[config.mk]
export PLATFORM = sky130hd
export DESIGN_NAME = hamming_secded_counter
export DESIGN_NICKNAME = d
export VERILOG_FILES = /design/src/rtl/hamming_secded_counter_pkg.sv /design/src/rtl/hamming_secded_counter_dec.sv /design/src/rtl/hamming_secded_counter.sv
export SDC_FILE = /design/constraint.sdc
export NUM_CORES = 1
export LEC_CHECK = 0
export CAP_MARGIN = 15
export CORE_ASPECT_RATIO = 1.75
export CORE_UTILIZATION = 50
export CTS_CLUSTER_DIAMETER = 60
export DETAILED_ROUTE_END_ITERATION = 6
export GPL_ROUTABILITY_DRIVEN = 0
export PLACE_DENSITY = 0.71
export SLEW_MARGIN = 0
export SYNTH_ARGS = -nofsm -noshare
export SYNTH_HDL_FRONTEND = slang
export SYNTH_SLANG_ARGS = --single-unit
[constraint.sdc]
create_clock -name clk -period 9.4 [get_ports clk]
set_clock_uncertainty 0.2 [all_clocks]
set_input_delay 1.88 -clock clk [delete_from_list [all_inputs] [get_ports clk]]
set_output_delay 1.88 -clock clk [all_outputs]
set_load 0.01 [all_outputs]
[src/rtl/hamming_secded_counter_pkg.sv]
// Shared Hamming SEC-DED helpers: check-bit sizing, position classification
// and the decoder status encoding.
package hamming_secded_counter_pkg;

   typedef enum logic [1:0] {
      DEC_CLEAN = 2'd0,
      DEC_SEC   = 2'd1,
      DEC_DED   = 2'd2
   } dec_status_e;

   // Smallest P with 2**P >= width + P + 1.
   function automatic int hamming_p(input int width);
      int res;
      res = 0;
      for (int k = 1; k < 16; k++) begin
         if (res == 0 && (1 << k) >= width + k + 1) res = k;
      end
      return res;
   endfunction

   // Codeword positions that are powers of two hold Hamming check bits.
   function automatic logic is_pow2(input int v);
      return (v > 0) && ((v & (v - 1)) == 0);
   endfunction

endpackage

[src/rtl/hamming_secded_counter_dec.sv]
// Combinational SEC-DED decoder. Codeword layout: bit 0 is the overall parity,
// bits 1..CW-1 are classic Hamming positions (check bits at powers of two,
// data bits filling the remaining positions in ascending order).
module hamming_secded_dec
   import hamming_secded_counter_pkg::*;
#(
   parameter int WIDTH = 64,
   parameter int P     = hamming_p(WIDTH),
   parameter int CW    = WIDTH + P + 1
) (
   input  logic [CW-1:0]    code_i,
   output logic [WIDTH-1:0] data_o,
   output dec_status_e      status_o,
   output logic [P-1:0]     syndrome_o
);

   logic [CW-1:0] fixed;
   logic          par;
   int            d;

   // Syndrome/parity evaluation, single-bit correction and data extraction.
   always_comb begin
      syndrome_o = '0;
      for (int pos = 1; pos < CW; pos++) begin
         if (code_i[pos]) syndrome_o = syndrome_o ^ P'(pos);
      end
      par      = ^code_i;
      fixed    = code_i;
      status_o = DEC_CLEAN;
      if (par) begin
         // A syndrome pointing past the last position cannot come from a
         // single flip, so it is reported as uncorrectable.
         if (int'(syndrome_o) > CW - 1) begin
            status_o = DEC_DED;
         end else begin
            status_o = DEC_SEC;
            for (int pos = 0; pos < CW; pos++) begin
               if (P'(pos) == syndrome_o) fixed[pos] = ~fixed[pos];
            end
         end
      end else if (syndrome_o != '0) begin
         status_o = DEC_DED;
      end
      data_o = '0;
      d      = 0;
      for (int pos = 1; pos < CW; pos++) begin
         if (!is_pow2(pos)) begin
            data_o[d] = fixed[pos];
            d++;
         end
      end
   end

endmodule

[src/rtl/hamming_secded_counter.sv]
// Free-running counter whose state lives as a SEC-DED codeword. Single-bit
// upsets are corrected on the output and scrubbed on the next edge; double
// upsets freeze the count until a load and are latched in ded_sticky.
module hamming_secded_counter
   import hamming_secded_counter_pkg::*;
#(
   parameter int WIDTH     = 64,
   parameter int ERR_CNT_W = 8
) (
   input  logic                 clk,
   input  logic                 rst,
   input  logic                 enable,
   input  logic                 load,
   input  logic [WIDTH-1:0]     load_value,
   input  logic                 clr_err,
   output logic [WIDTH-1:0]     counter,
   output logic                 sec_err,
   output logic                 ded_err,
   output logic                 ded_sticky,
   output logic [ERR_CNT_W-1:0] err_count,
   output logic                 wrap
);

   localparam int P  = hamming_p(WIDTH);
   localparam int CW = WIDTH + P + 1;

   logic [CW-1:0]        code_q, code_d;
   logic [ERR_CNT_W-1:0] err_cnt_q, err_cnt_d;
   logic                 ded_sticky_q, ded_sticky_d;
   logic [WIDTH-1:0]     corr;
   dec_status_e          status;
   logic [P-1:0]         syndrome_unused;

   function automatic logic [CW-1:0] encode(input logic [WIDTH-1:0] data);
      logic [CW-1:0] cw;
      int            d;
      cw = '0;
      d  = 0;
      for (int pos = 1; pos < CW; pos++) begin
         if (!is_pow2(pos)) begin
            cw[pos] = data[d];
            d++;
         end
      end
      // Check bit at 2**k covers every other position with bit k set.
      for (int k = 0; k < P; k++) begin
         for (int pos = 1; pos < CW; pos++) begin
            if ((((pos >> k) & 1) != 0) && (pos != (1 << k)))
               cw[1 << k] = cw[1 << k] ^ cw[pos];
         end
      end
      cw[0] = ^cw[CW-1:1];
      return cw;
   endfunction

   function automatic logic [ERR_CNT_W-1:0] sat_inc(input logic [ERR_CNT_W-1:0] v);
      return (&v) ? v : v + ERR_CNT_W'(1);
   endfunction

   hamming_secded_dec #(
      .WIDTH (WIDTH)
   ) u_dec (
      .code_i     (code_q),
      .data_o     (corr),
      .status_o   (status),
      .syndrome_o (syndrome_unused)
   );

   // Next-state selection: load, DED freeze, increment, else scrub.
   always_comb begin
      code_d = code_q;
      if (load)                   code_d = encode(load_value);
      else if (status == DEC_DED) code_d = code_q;
      else if (enable)            code_d = encode(corr + WIDTH'(1));
      else                        code_d = encode(corr);
      err_cnt_d = err_cnt_q;
      if (clr_err)                err_cnt_d = '0;
      else if (status == DEC_SEC) err_cnt_d = sat_inc(err_cnt_q);
      ded_sticky_d = ded_sticky_q;
      if (status == DEC_DED)      ded_sticky_d = 1'b1;
      else if (clr_err)           ded_sticky_d = 1'b0;
   end

   // State registers with asynchronous reset to the all-zero codeword.
   always_ff @(posedge clk or posedge rst) begin
      if (rst) begin
         code_q       <= '0;
         err_cnt_q    <= '0;
         ded_sticky_q <= 1'b0;
      end else begin
         code_q       <= code_d;
         err_cnt_q    <= err_cnt_d;
         ded_sticky_q <= ded_sticky_d;
      end
   end

   assign counter    = corr;
   assign sec_err    = (status == DEC_SEC);
   assign ded_err    = (status == DEC_DED);
   assign ded_sticky = ded_sticky_q;
   assign err_count  = err_cnt_q;
   assign wrap       = (&corr) && enable && !load && (status != DEC_DED);

endmodule

==> summary.md <==
| Metric | Value |
|---|---|
| Slew @ Worst Pin | between 1000 and 1500 ps |
| Mapped Cells | approximately 1.7k |
| Number of synthesized register bits | 81 |
| Detailed Route Iter0 Violations | 1378 |
| Cts repair resizes | 0 |
| Crit end category | output pin |
| Count of cell types in the netlist | 76 |
| Post-route DRC | 0 |
| Vias in the first global route | 13.2k |
| DR pass1 iterations | 7 |
| Hold WS | roughly 330 ps |
| CTS tree | done |
| CTS Buffer Depth | 2 |
| Critical path required time | 7320 ps |
| First-pass GRT wire length | 84500 um |
| Row cnt | 81 |
| Sequential-to-total area share from yosys stat | 0.141 |
| Hold crit path type | flop to flop |
| Setup CP Type | flop to output pin |
| Detail Route Antenna Nets | 0 |
| Layout cell share with drive strength beyond 1 | 0.0859 |
| Ant diodes | 0 |
| PortBufs | 144 |
| DR WL/cell | about 27 um |
| Setup bufs post-CTS | 0 |
| Arrival @ worst endpoint | 6970 ps |
| Fin Setup TNS | 0 ps |
| Core Footprint | 28100 um2 |
| Overflow after GRT | 0 |
| Setup repair after global routing missed its margin | no |
| Root Buffer | clkbuf_16 |
| Tcrit/Tclk final | 0.962 |
| Chip Height | 226 um |
| Initial antenna violation count | 1 |
| Syn_nets | 1786 |
| Via count | approximately 13k |
| Post-synth EDFFs | 0 |
| Mapped cell area | 14300 um2 |
| Die area | slightly below 30000 um2 |
| Startpoint types | flop |
| H-Tree Depth | 3 |
| Max-cap violations | 0 |
| Async SR Flop Fraction | 1.00 |
| Clk_lat worst skew | 360 ps |
| Largest net degree at the start of global routing | 75 |
| Die Wd | 130 um |
| Nets | 1887 |
| Syn avg cell area | 8.51 um2 |
| WL final | ~58000 um |
| Final Hold Viols | 0 |
| Cts hold-fix bufs | 0 |
| Ys flop type | dfrtp_1 |
| Fmax | 0.111 GHz |
| Slew HR | 0.103 |
| I/O pin count | 145 |
| # setup viols final | 0 |
| HPWL Detailed | 46700 um |
| P&R area growth vs syn | 14.8% |
| Synthesis Warnings | 0 |
| CTS buffer count | 9 |
| Dominant cell type by area after synthesis | xnor2_1 |
| Area share of the largest cell type after synthesis | 0.350 |
| Drt via density | 6.07 |
| Area contributors post-synth | xnor2_1 (35%), dfrtp_1 (14%), xor2_1 (6.7%) |
| GRT Total Usage | 0.408 |
| Clk slew on worst S/H paths | about 70 ps |
| Initial Util | 0.511 |
| Clk sink count | approximately 80 |
| Minimum clock period | 9050 ps |
| Status | complete, no violations |
| Final Slew Violations | 0 |
| Worst Path Max Fanout | 14 |
routing by layer:
metal  vias to the layer above  track usage  share of wire
li1                       5811            -              -
met1                      6144        0.427           0.33
met2                       847        0.633           0.45
met3                       332        0.102          0.088
met4                         2        0.437           0.13
met5                         -            0        0.00022
critical path: stages, from the launching register on:
cell and delay, ps:
dfrtp_1 460, xnor2_1 190, xnor2_1 730, xnor2_1 400
xor2_1 300, nor3_1 660, o211ai_4 320, a211oi_4 390
xor2_2 810, ha_1 370, nand3_1 150, a2111oi_4 450
nand3_1 130, buf_4 220, nor4_1 420, clkdlybuf4s50_1 610
cell usage in the layout, fill, tap and decap left out, types with 43 or more instances in the layout:
cell type,synthesis,layout
xor2_1,110,110
nand2_1,108,108
mux2_2,46,46
a211oi_1,85,85
clkdlybuf4s50_1,0,143
inv_1,82,81
dfrtp_1,81,81
nor2_1,118,118
buf_4,2,43
xnor2_1,574,574
sequential cells by signal, summed over array words and instances (netlist names):
signal and count:
ded_sticky 1, code_q 72, err_count 8
synthesized netlist by cell type, drive strengths merged, types with 6 or more instances:
cell type,count
o31ai,6
a211oi,94
xor2,118
nand2,108
o211ai,10
nor3,31
o21ai,42
clkbuf,52
mux2,46
dfrtp,81
and2,10
or3,9
buf,45
o22ai,6
nand4,14
xnor2,582
o21a,10
nand3,28
a21oi,26
inv,85
and3,8
nand2b,9
and4,6
xnor3,38
nor4,9
ha,31
nor2,118
worst paths after layout:
| check | startpoint | to | slack [ps] | cells after the start |
|---|---|---|---|---|
| max | code_q[54]$_DFFE_PP0P_ | wrap | 350 | 15 |
| min | ded_sticky$_DFFE_PP0P_ | ded_sticky$_DFFE_PP0P_ | 330 | 2 |
| max reg2reg | code_q[54]$_DFFE_PP0P_ | code_q[0]$_DFFE_PP0P_ | 850 | 17 |
| min reg2reg | ded_sticky$_DFFE_PP0P_ | ded_sticky$_DFFE_PP0P_ | 330 | 2 |
| max in group asynchronous | rst | code_q[17]$_DFFE_PP0P_ | 6280 | 3 |
| min in group asynchronous | rst | code_q[51]$_DFFE_PP0P_ | 1520 | 2 |
kinds of logic after synthesis:
family,synth area share
XOR/XNOR,0.499
AND/OR/NAND/NOR,0.126
AO/OA/AOI/OAI,0.117
buffers and inverters,0.0516
flip-flops,0.141
multiplexers,0.0389
adder cells (fa/ha/maj),0.0270
per-stage QoR:
step | std cells | worst slack [ps] | area (um2) | utilization
global route | 2165 | 193 | 16500 | 0.587
global placement | 2148 | 1370 | 16200 | 0.575
detailed placement | 2148 | 1330 | 16200 | 0.575
floorplan | 1686 | 2680 | 14300 | -
finish | 2165 | 354 | 16500 | 0.587
CTS | 2164 | 939 | 16500 | 0.586
layout make-up:
cell class | instances | area (um2)
clock buffer | 9 | 225
tap | 373 | 467
timing repair buffer | 187 | 1760
sequential | 81 | 2030
fill | 2563 | 11600
inverter | 86 | 324
multi-input combinational | 1422 | 11600
clock inverter | 7 | 83.8
Power is left out: the tool's default activity adds up to more than one toggle a clock period on the data nets, which glitch-free logic cannot reach.
